### src/rtl/fetch_sequencer_pkg.sv
// fetch_sequencer_pkg: shared state encoding and reset/bubble defaults for the instruction fetch sequencer.
package fetch_sequencer_pkg;

    typedef enum logic [1:0] {
        ST_IDLE = 2'd0,
        ST_REQ  = 2'd1,
        ST_WAIT = 2'd2,
        ST_HOLD = 2'd3
    } fetch_state_e;

    localparam logic [31:0] DEF_RESET_PC = 32'h0000_0000;
    localparam logic [31:0] DEF_NOP_INST = 32'h0000_0013;

endpackage

### src/rtl/fetch_sequencer_skid.sv
// fetch_skid_reg: one-entry {pc, inst, valid} holding register used while decode stalls a returned fetch.
module fetch_skid_reg
    import fetch_sequencer_pkg::*;
#(
    parameter int INST_WIDTH = 32,
    parameter int ADDR_WIDTH = 32,
    parameter logic [INST_WIDTH-1:0] NOP_INST = INST_WIDTH'(DEF_NOP_INST)
) (
    input  logic                  clk,
    input  logic                  rst,
    input  logic                  load_i,
    input  logic                  unload_i,
    input  logic                  clear_i,
    input  logic [ADDR_WIDTH-1:0] pc_i,
    input  logic [INST_WIDTH-1:0] inst_i,
    output logic [ADDR_WIDTH-1:0] pc_o,
    output logic [INST_WIDTH-1:0] inst_o,
    output logic                  valid_o
);

    logic [ADDR_WIDTH-1:0] pc_q;
    logic [INST_WIDTH-1:0] inst_q;
    logic                  valid_q;

    always_ff @(posedge clk) begin
        if (rst || clear_i) begin
            pc_q    <= '0;
            inst_q  <= NOP_INST;
            valid_q <= 1'b0;
        end else if (load_i) begin
            pc_q    <= pc_i;
            inst_q  <= inst_i;
            valid_q <= 1'b1;
        end else if (unload_i) begin
            valid_q <= 1'b0;
        end
    end

    assign pc_o    = pc_q;
    assign inst_o  = inst_q;
    assign valid_o = valid_q;

endmodule

### src/rtl/fetch_sequencer.sv
// fetch_sequencer: owns the PC, issues single-outstanding imem requests, fills IF/ID and applies branch redirects.
module fetch_sequencer
    import fetch_sequencer_pkg::*;
#(
    parameter int INST_WIDTH      = 32,
    parameter int INST_ADDR_WIDTH = 32,
    parameter logic [INST_ADDR_WIDTH-1:0] RESET_PC = INST_ADDR_WIDTH'(DEF_RESET_PC),
    parameter logic [INST_WIDTH-1:0]      NOP_INST = INST_WIDTH'(DEF_NOP_INST),
    parameter int CNT_WIDTH       = 16
) (
    input  logic                       clk,
    input  logic                       rst,
    input  logic                       start,
    input  logic                       stall_ID,
    output logic                       imem_req,
    output logic [INST_ADDR_WIDTH-1:0] imem_addr,
    input  logic                       imem_ack,
    input  logic                       imem_rvalid,
    input  logic [INST_WIDTH-1:0]      imem_rdata,
    input  logic                       branch_taken,
    input  logic                       branch_source,
    input  logic [INST_ADDR_WIDTH-1:0] branch_jalr_target,
    input  logic [INST_ADDR_WIDTH-1:0] branch_jal_beq_bne_target,
    output logic [INST_ADDR_WIDTH-1:0] PC_IF_ID,
    output logic [INST_WIDTH-1:0]      inst_IF_ID,
    output logic                       valid_IF_ID,
    output logic [CNT_WIDTH-1:0]       redirect_cnt
);

    localparam int AW = INST_ADDR_WIDTH;
    localparam int IW = INST_WIDTH;
    localparam logic [AW-1:0] PC_STEP = AW'(4);

    fetch_state_e   state_q;
    logic [AW-1:0]  pc_q;
    logic [AW-1:0]  req_pc_q;
    logic           drop_q;
    logic [CNT_WIDTH-1:0] cnt_q;
    logic [AW-1:0]  if_pc_q;
    logic [IW-1:0]  if_inst_q;
    logic           if_valid_q;

    logic           redirect;
    logic           req_fire;
    logic           take_resp;
    logic           redir_pending;
    logic [AW-1:0]  target;
    logic           skid_load;
    logic           skid_unload;
    logic           skid_clear;
    logic [AW-1:0]  skid_pc;
    logic [IW-1:0]  skid_inst;
    logic           skid_valid;

    always_comb begin
        target        = branch_source ? branch_jalr_target : branch_jal_beq_bne_target;
        target[1:0]   = 2'b00;
        redirect      = start && branch_taken && if_valid_q && !stall_ID;
        imem_req      = start && !stall_ID && state_q == ST_REQ;
        req_fire      = imem_req && imem_ack;
        take_resp     = state_q == ST_WAIT && imem_rvalid && !drop_q;
        // A redirect leaves a request in flight if it was just accepted or is still awaiting data.
        redir_pending = req_fire || (state_q == ST_WAIT && !imem_rvalid);
        skid_load     = start && !redirect && take_resp && stall_ID;
        skid_unload   = start && state_q == ST_HOLD && !stall_ID;
        skid_clear    = !start || redirect;
    end

    fetch_skid_reg #(
        .INST_WIDTH (IW),
        .ADDR_WIDTH (AW),
        .NOP_INST   (NOP_INST)
    ) u_skid (
        .clk      (clk),
        .rst      (rst),
        .load_i   (skid_load),
        .unload_i (skid_unload),
        .clear_i  (skid_clear),
        .pc_i     (req_pc_q),
        .inst_i   (imem_rdata),
        .pc_o     (skid_pc),
        .inst_o   (skid_inst),
        .valid_o  (skid_valid)
    );

    always_ff @(posedge clk) begin
        if (rst) begin
            state_q    <= ST_IDLE;
            pc_q       <= RESET_PC;
            req_pc_q   <= '0;
            drop_q     <= 1'b0;
            cnt_q      <= '0;
            if_pc_q    <= '0;
            if_inst_q  <= NOP_INST;
            if_valid_q <= 1'b0;
        end else if (!start) begin
            state_q    <= ST_IDLE;
            pc_q       <= RESET_PC;
            drop_q     <= (drop_q || state_q == ST_WAIT) && !imem_rvalid;
            if_inst_q  <= NOP_INST;
            if_valid_q <= 1'b0;
        end else if (redirect) begin
            pc_q       <= target;
            if_inst_q  <= NOP_INST;
            if_valid_q <= 1'b0;
            cnt_q      <= (&cnt_q) ? cnt_q : cnt_q + CNT_WIDTH'(1);
            drop_q     <= redir_pending;
            state_q    <= redir_pending ? ST_WAIT : ST_REQ;
        end else begin
            // Decode consumes IF/ID every unstalled cycle; a bubble follows unless new data lands below.
            if (!stall_ID) begin
                if_inst_q  <= NOP_INST;
                if_valid_q <= 1'b0;
            end
            unique case (state_q)
                ST_IDLE: begin
                    drop_q  <= drop_q && !imem_rvalid;
                    state_q <= (drop_q && !imem_rvalid) ? ST_WAIT : ST_REQ;
                end
                ST_REQ: if (req_fire) begin
                    req_pc_q <= pc_q;
                    pc_q     <= pc_q + PC_STEP;
                    state_q  <= ST_WAIT;
                end
                ST_WAIT: if (imem_rvalid) begin
                    drop_q  <= 1'b0;
                    state_q <= (drop_q || !stall_ID) ? ST_REQ : ST_HOLD;
                    if (!drop_q && !stall_ID) begin
                        if_pc_q    <= req_pc_q;
                        if_inst_q  <= imem_rdata;
                        if_valid_q <= 1'b1;
                    end
                end
                ST_HOLD: if (!stall_ID) begin
                    if_pc_q    <= skid_pc;
                    if_inst_q  <= skid_inst;
                    if_valid_q <= skid_valid;
                    state_q    <= ST_REQ;
                end
                default: state_q <= ST_IDLE;
            endcase
        end
    end

    assign imem_addr    = pc_q;
    assign PC_IF_ID     = if_pc_q;
    assign inst_IF_ID   = if_inst_q;
    assign valid_IF_ID  = if_valid_q;
    assign redirect_cnt = cnt_q;

endmodule

### config.mk
export PLATFORM = sky130hd
export DESIGN_NAME = fetch_sequencer
export DESIGN_NICKNAME = d
export VERILOG_FILES = /design/src/rtl/fetch_sequencer_pkg.sv /design/src/rtl/fetch_sequencer_skid.sv /design/src/rtl/fetch_sequencer.sv
export SDC_FILE = /design/constraint.sdc
export NUM_CORES = 1
export LEC_CHECK = 0
export BUFFER_PORTS_ARGS = -buffer_cell sky130_fd_sc_hd__buf_2
export CORE_MARGIN = 2
export CORE_UTILIZATION = 46
export CTS_CLUSTER_SIZE = 25
export DETAILED_ROUTE_END_ITERATION = 16
export GPL_TIMING_DRIVEN = 1
export MAX_ROUTING_LAYER = met4
export PLACE_DENSITY = 0.78
export SKIP_LAST_GASP = 1
export SLEW_MARGIN = 20
export SYNTH_ARGS = -nofsm -noshare
export SYNTH_HDL_FRONTEND = slang
export SYNTH_HIERARCHICAL = 1
export SYNTH_SLANG_ARGS = --single-unit
### constraint.sdc
create_clock -name clk -period 2 [get_ports clk]
set_input_delay 0.1 -clock clk [delete_from_list [all_inputs] [get_ports clk]]
set_output_delay 0.1 -clock clk [all_outputs]
set_load 0.005 [all_outputs]
==> results of run 1 <==
## layout make-up
cell class | instances | area (um^2)
Clock buffer | 30 | 632
Clock inverter | 7 | 166
Fill cell | 1583 | 7520
Inverter | 8 | 30.0
Multi-Input combinational cell | 772 | 4550
Sequential cell | 209 | 4190
Tap cell | 265 | 332
Timing Repair Buffer | 309 | 2040
## power groups by stage
stage	clock network [mW]	logic, mW	registers (mW)
after floorplan	0	0.221	4.28
after global placement	0	0.394	4.27
after detailed placement	0	0.397	4.28
after CTS	4.54	0.478	4.18
after global routing	4.71	0.529	4.18
final	4.46	0.485	4.18
## sequential cells by signal (all words and copies together) (netlist names)
name and cells:
state_q 2, PC_IF_ID 32, valid_IF_ID 1, req_pc_q 30, drop_q 1, inst_IF_ID 32, u_skid/valid_o 1, u_skid/pc_o 32
redirect_cnt 16, imem_addr 30, u_skid/inst_o 32
## cell families (layout without fill, tap and decap cells)
family                     count (synthesis)  count (layout)  share of synthesized area
xor gates and xnor gates                  40              40                     0.0383
buffers and inverters                     90             354                     0.0471
AOI/OAI and AO/OA                        181             181                      0.130
muxes                                     91              91                      0.103
adders and majority gates                  2               2                    0.00274
DFF                                      209             209                      0.458
and+or+nand+nor                          454             454                      0.221
other                                      1               4                   0.000410
## worst min-delay path by stage
stage | endpoint | slack, ns | cells after the start
2_1_floorplan | u_skid/inst_o[0] | 0.22 | 2
3_3_place_gp | u_skid/inst_o[0] | 0.34 | 3
3_5_place_dp | u_skid/inst_o[0] | 0.34 | 3
4_1_cts | imem_addr[11] | 0.0005 | 4
5_1_grt | imem_addr[29] | 0.03 | 4
6_report | imem_addr[29] | 0.01 | 4
## per-layer routing
layer,GRT usage,vias up
met4,0.0530,0
met1,0.321,3958
met2,0.381,289
met3,0.0248,44
li1,-,4201
met5,-,-
## cell usage after synthesis, drive strengths merged, types with 4 or more instances
cell / count / share of area
nor3: 14 / 0.0077
dfxtp: 209 / 0.46
a311oi: 32 / 0.031
nand3: 17 / 0.0099
clkbuf: 57 / 0.023
a21oi: 61 / 0.033
mux2i: 68 / 0.074
nand4: 12 / 0.0089
o21ai: 39 / 0.021
xnor2: 30 / 0.029
nand2b: 4 / 0.0027
nand2: 176 / 0.072
a211oi: 12 / 0.0099
xor2: 10 / 0.0096
a221oi: 29 / 0.028
mux2: 23 / 0.028
nor2b: 10 / 0.0068
buf: 25 / 0.020
and2: 5 / 0.0034
and4: 6 / 0.0057
nor4: 10 / 0.011
and3: 9 / 0.0062
inv: 8 / 0.0033
nor2: 178 / 0.074
## critical path: stages (launching register included)
cell	delay, ns
dfxtp_1	0.35
nand4_2	0.14
or4_4	0.62
buf_4	0.20
nor4_4	0.21
xnor2_1	0.10
a211oi_1	0.22
## what timing repair did
action / 4_1_cts / 5_1_grt
resized for setup: 0 / 2
hold buffers: 50 / 0
setup buffers: 0 / 0
setup endpoints to repair: 0 / 3
hold endpoints to repair: 77 / 0
==> results summary, run 1 <==
The reported leakage power came out at 4.44 nW. The initial antenna violation count is 0. The top fanout value on the critical path is 10. The wire length on met1 came out at 11.5 mm. The number of maximum-capacitance violations came out at 0. Wire segments on met3 add up to 1.29 mm in the final route.

The worst reg2reg path endpoint is imem_addr[26]. The critical path is of the reg -> reg type. The area of placed instances came out at 0.0106 mm^2.

The area of the die is 0.0210 mm^2. The worst path needs 1.92 ns of the cycle, external delays included. The clock tree buffer depth is 3. At the end of the flow the core is filled with cells to 0.614.

The fmax came out at 0.522 GHz. The worst hold margin came out at 0.0120 ns. The share of total power consumed by net switching came out at 0.204. The worst ir drop on vdd came out at 483 uV.

The final antenna diode count came out at 0. The internal portion of the total power is 7.27 mW. The number of DRC markers after the initial detailed-route iteration is 571. The die is 145 um tall.

The synthesized design contains 0 enable-type register cells. After detailed routing, the average wire length per cell comes to 15.4 um. The final setup violation count is 0. For flop-to-flop paths, the worst setup slack is 0.08 ns. After detailed routing, the total wire length is 24.7 mm.

The routability congestion estimate came out at 0.852. The hold violation total from the final report is 0. The number of cells after detailed placement came out at 1513. The share of power burned in registers is 0.458. The clock share of power is 0.488.

The final max-slew violation count is 0. The run finished with clean final reports. The total routing usage reported by global routing came out at 0.236. Of the cells placed in the final design, the portion with a size suffix greater than 1 is 0.252. The synthesis warning total is 6. The most used flip-flop cell after synthesis is dfxtp_1.

The placeable core area is 0.0195 mm^2. The total via count in the routed design came out at 8492. The register bit total from synthesis is 209. The cell count after synthesis is 1068. The average vias per placed instance is 5.31.

In the layout the commonest cells are 211 x buf_2, 207 x dfxtp_1, 176 x nand2_1. TritonCTS built the clock tree. The total chip power came out at 9.13 mW.

The sink count of the clock tree is 209. At the later pin of the worst-skew pair, clock insertion delay measures 0.49 ns. The analysis attributes to net switching a power of 1.86 mW. The largest net degree at the start of global routing is 65.

The initial core utilization came out at 0.470. The cell depth of the worst flop-to-flop path is 6. For the pin with the worst max-slew slack, the measured transition is 0.600 ns. The share of the clock period used by the worst path came out at 0.958. The mean area per synthesized cell came out at 8.56 um^2.

The DRC violations left is 0. The remaining max-slew budget at the tightest pin came out at 0.600. In this run the clock root is driven by a clkbuf_16. The number of input and output port buffers inserted is 211. Detailed routing placed a total of 11.5 mm of wire on met2. The post-placement setup slack came out at 0.0748 ns. The start of the worst register-to-register path is imem_addr[6].

The tightest min-delay check is of the in -> reg type. The die boundary width is 145 um. The via count of the first global-routing pass came out at 8004. The combinational share of power came out at 0.053. The number of non-filler instances in the completed layout came out at 1600. The number of distinct standard cells referenced by the synthesized netlist came out at 52. Signal routing reaches up to met4. The worst hold path begins at branch_jal_beq_bne_target[29]. The library cell used most frequently in the layout, excluding fill and tap cells, is buf_2. The share of flip-flops with an asynchronous set or reset came out at 0.

After clock tree synthesis, the clock-pin slew on the worst setup and hold paths is 0.06 ns. The first-pass GRT wire length came out at 40.6 mm. The critical path launch point type is a register. The I/O pin total is 218.

The clock skew is 0.00638 ns. Tracing the worst setup path back leads to its startpoint at imem_addr[6]. The area growth from synthesis to layout is 30.7%. The worst path meets setup with 0.0835 ns of slack.

The HPWL reported at the end of detailed placement is 16.2 mm. After routing the design area is 0.0119 mm^2. At the worst endpoint, the required time is 2.41 ns. The signal arrival time at the worst endpoint is 2.33 ns.

The number of cell rows came out at 51. The number of nets with antenna violations after detailed routing is 0. Summed over all failing endpoints, the final setup total negative slack is 0 ns. The sequential-to-total area share from yosys stat is 0.458. The power density normalized to cell area is 764 mW/mm^2. The total number of nets in the final design is 1429. The worst setup path is captured at a register. TritonCTS created 23 clock buffers.

Setup repair after global routing could not meet its margin everywhere. The synthesized netlist occupies a cell area of 0.00914 mm^2. The capturing element of the worst setup path is imem_addr[26].

In this run the number of H-tree levels came out at 1. The iteration count of the initial detailed-routing pass is 5. The leftover overflow at the end of global routing is 0.
No activity file was read; power rests on OpenSTA's default activity.
==> run 2, diff against run 1 <==
--- a/config.mk
+++ b/config.mk
@@ -14,5 +14,4 @@
 export MAX_ROUTING_LAYER = met4
 export PLACE_DENSITY = 0.78
-export SKIP_LAST_GASP = 1
 export SLEW_MARGIN = 20
 export SYNTH_ARGS = -nofsm -noshare
==> constraint.sdc (replaced) <==
create_clock -name clk -period 2 [get_ports clk]
set_input_delay 0.1 -clock clk [delete_from_list [all_inputs] [get_ports clk]]
set_output_delay 0.1 -clock clk [all_outputs]
set_load 0.1 [all_outputs]
==> run 2 against run 1 <==
Against the previous run: first-iteration DRC count decreased by 16%; utilization decreased by 0.22 points; cell area decreased by 0.36%; worst hold slack got worse by 0.0026 ns; via count decreased by 0.66%; non-clock buffer count decreased by 18; largest cell class unchanged; highest routed layer unchanged.
==> results summary, run 2 (synthesized netlist as in run 1, its figures left out) <==
The die boundary height is 145 um. The total chip power came out at 8.96 mW. The final critical path time including I/O delays and setup came out at 1.93 ns. The clock root buffer is clkbuf_16. The initial core utilization is 0.470.

Based on the critical path, the design can be clocked at up to 0.519 GHz. The area growth from synthesis to layout is 30.2%. The hold violation total from the final report came out at 0. The number of input and output port buffers inserted came out at 211. The die covers 0.0210 mm^2. The number of cells on the worst reg-to-reg path is 6.

The share of the clock period used by the worst path came out at 0.963. The path class of the tightest hold or removal check is in -> reg. The signal arrival time at the worst endpoint is 2.33 ns. The number of DRC markers after the initial detailed-route iteration came out at 478. The top fanout value on the critical path came out at 6. Leaving out fill and tap cells, the most frequent cell in the layout is buf_2. After global routing the overflow that remains totals 0. In this run the critical register-to-register path is launched from imem_addr[18].

For this design the top-level I/O count stands at 218. The final antenna diode count came out at 0. The first global-routing pass estimated 39.6 mm of wire. The HPWL reported at the end of detailed placement is 16.8 mm. The reg2reg setup slack came out at 0.07 ns.

The post-placement setup slack came out at 0.0727 ns. Max-cap violations in this run came to 0. The slew at the pin closest to its max-slew limit is 0.664 ns. The startpoint identified for the worst hold timing path is branch_jalr_target[26]. The ratio of cells with drive above 1 in the final layout is 0.282. For this run, the share of the core covered by cells in the final layout is 0.611. The highest cell delay on the worst timing path is 0.61 ns. The net switching power is 1.95 mW. In the layout the commonest cells are 210 x buf_2, 176 x nand2_1, 173 x nor2_1. The flow ran to the end, and the final reports show no timing, DRC or antenna violations. The placeable core area is 0.0195 mm^2. The worst register-to-register path ends at imem_addr[26]. Of the total power, the share spent switching nets is 0.218. Headroom to the max-slew limit came out at 0.557. The iteration count of the initial detailed-routing pass came out at 5.

The worst hold path terminates at imem_addr[26]. The critical path goes through nand4_4 > or4_4 > buf_4 > nor4_4 > xnor2_1 > a211oi_1. For this run, the post-layout net count is 1411. The worst hold path was traced through 3 stages. The via count of the first global-routing pass came to 7852. The routability congestion estimate came out at 0.885. The area taken by flip-flops and latches came out at 0.00428 mm^2.

TritonCTS built the clock tree. Entering global routing, the biggest net connects 70 pins. The number of H-tree branching levels is 1.

The total buffers and inverters traversed by the critical path is 1. Across the routed clock network, the largest skew measured is 0.0129 ns. The post-detailed-route wirelength per cell came out at 15.5 um. The average vias per placed instance came out at 5.33. By startpoint and endpoint, the worst setup path is classified as reg -> reg. The required time of the critical path is 2.40 ns.

Once routing completed, OpenROAD measured the worst setup slack at 0.0738 ns. The initial antenna violation count is 0. The combinational share of power came out at 0.062. The count of nets left with antenna violations once routing finished came out at 0.

Setup repair after global routing could not meet its margin everywhere. For this run, the total global-route usage over all layers was measured as 0.229. The DRC violations left came out at 0.

The share of total power dissipated in sequential elements is 0.465. The sink count of the clock tree is 209. The final setup violation count came out at 0. The total length of routed wires is 24.6 mm. The clock transition time at the flip-flop clock pins of the worst setup and hold paths came out at 0.06 ns. The number of cell rows came out at 51. The longest clock path from root to sink contains 3 buffers.

Among all stages on the critical path, the largest delay is contributed by or4_4. The final max-slew violation count is 0. The worst ir drop on vdd is 467 uV. The internal power of the cells is 7.01 mW. Clock tree synthesis inserted a total of 23 buffers. The die is 145 um wide. The clock share of power came out at 0.473. The fill cell total of the finished layout came out at 1618.

The total via count in the routed design came out at 8436. For this design the ratio of total power to cell area is 753 mW/mm^2. The insertion delay of the later-clocked pin in the worst-skew pair is 0.50 ns. The reported leakage power is 4.41 nW.

The worst setup path is captured at a register. The worst setup path is launched from a register. Summing all multi-input logic gate instances after layout gives 0.00460 mm^2.

The kind of cell with the highest combined delay along the critical path is simple AND/OR/NAND/NOR gates.
run 2: metal layers:
layer / up-vias / global-route usage / part of all wire
li1: 4183 / - / -
met3: 47 / 0.0324 / 0.064
met4: 0 / 0.0733 / 0.026
met1: 3906 / 0.305 / 0.46
met2: 300 / 0.363 / 0.45
met5: - / - / 0
run 2: worst reg2reg max path, stage by stage (launching register included):
cell and delay (ns):
dfxtp_4 0.38, nand4_4 0.11, or4_4 0.61, buf_4 0.18, nor4_4 0.24, xnor2_1 0.11, a211oi_1 0.23
run 2: cell type report:
cell class | instances | area share
sequential | 209 | 0.359
inverter | 8 | 0.00252
clock inverter | 4 | 0.00652
multi-input combinational | 772 | 0.386
timing repair buffer | 291 | 0.159
clock buffer | 34 | 0.0577
tap | 265 | 0.0279
run 2: metrics by stage:
stage	area, um^2	std cells	setup TNS (ns)	hold slack [ns]
2_1_floorplan	9290	1071	-0.0323	0.221
3_3_place_gp	10700	1503	0	0.338
3_5_place_dp	10700	1503	0	0.350
4_1_cts	11900	1581	0	0.00153
5_1_grt	11900	1583	-0.00689	0.00686
6_report	11900	1583	0	0.00938
run 2: how the worst max path moves through the flow:
stage | startpoint | to | slack [ns] | cells after the start
floorplan | imem_addr[9] | imem_addr[29] | -0.03 | 6
global placement | imem_addr[9] | imem_addr[27] | 0.13 | 6
detailed placement | state_q[0] | imem_addr[19] | 0.07 | 6
CTS | imem_addr[9] | imem_addr[27] | 0.06 | 6
global route | imem_addr[18] | imem_addr[27] | -0.007 | 6
finish | imem_addr[18] | imem_addr[26] | 0.07 | 6
run 2: what timing repair did:
item | in CTS | in global routing
endpoints found under the hold margin | 70 | 0
buffers inserted | 0 | 2
hold buffers | 40 | 0
setup endpoints to repair | 0 | 4
resized for setup | 0 | 1
run 2: power groups by stage:
stage                     Clock (mW)  Sequential, mW  Combinational (mW)
after floorplan                    0            4.32               0.241
after CTS                       4.33            4.16               0.551
after detailed placement           0            4.25               0.487
after global routing            4.50            4.16               0.597
after global placement             0            4.25               0.484
final                           4.24            4.16               0.556
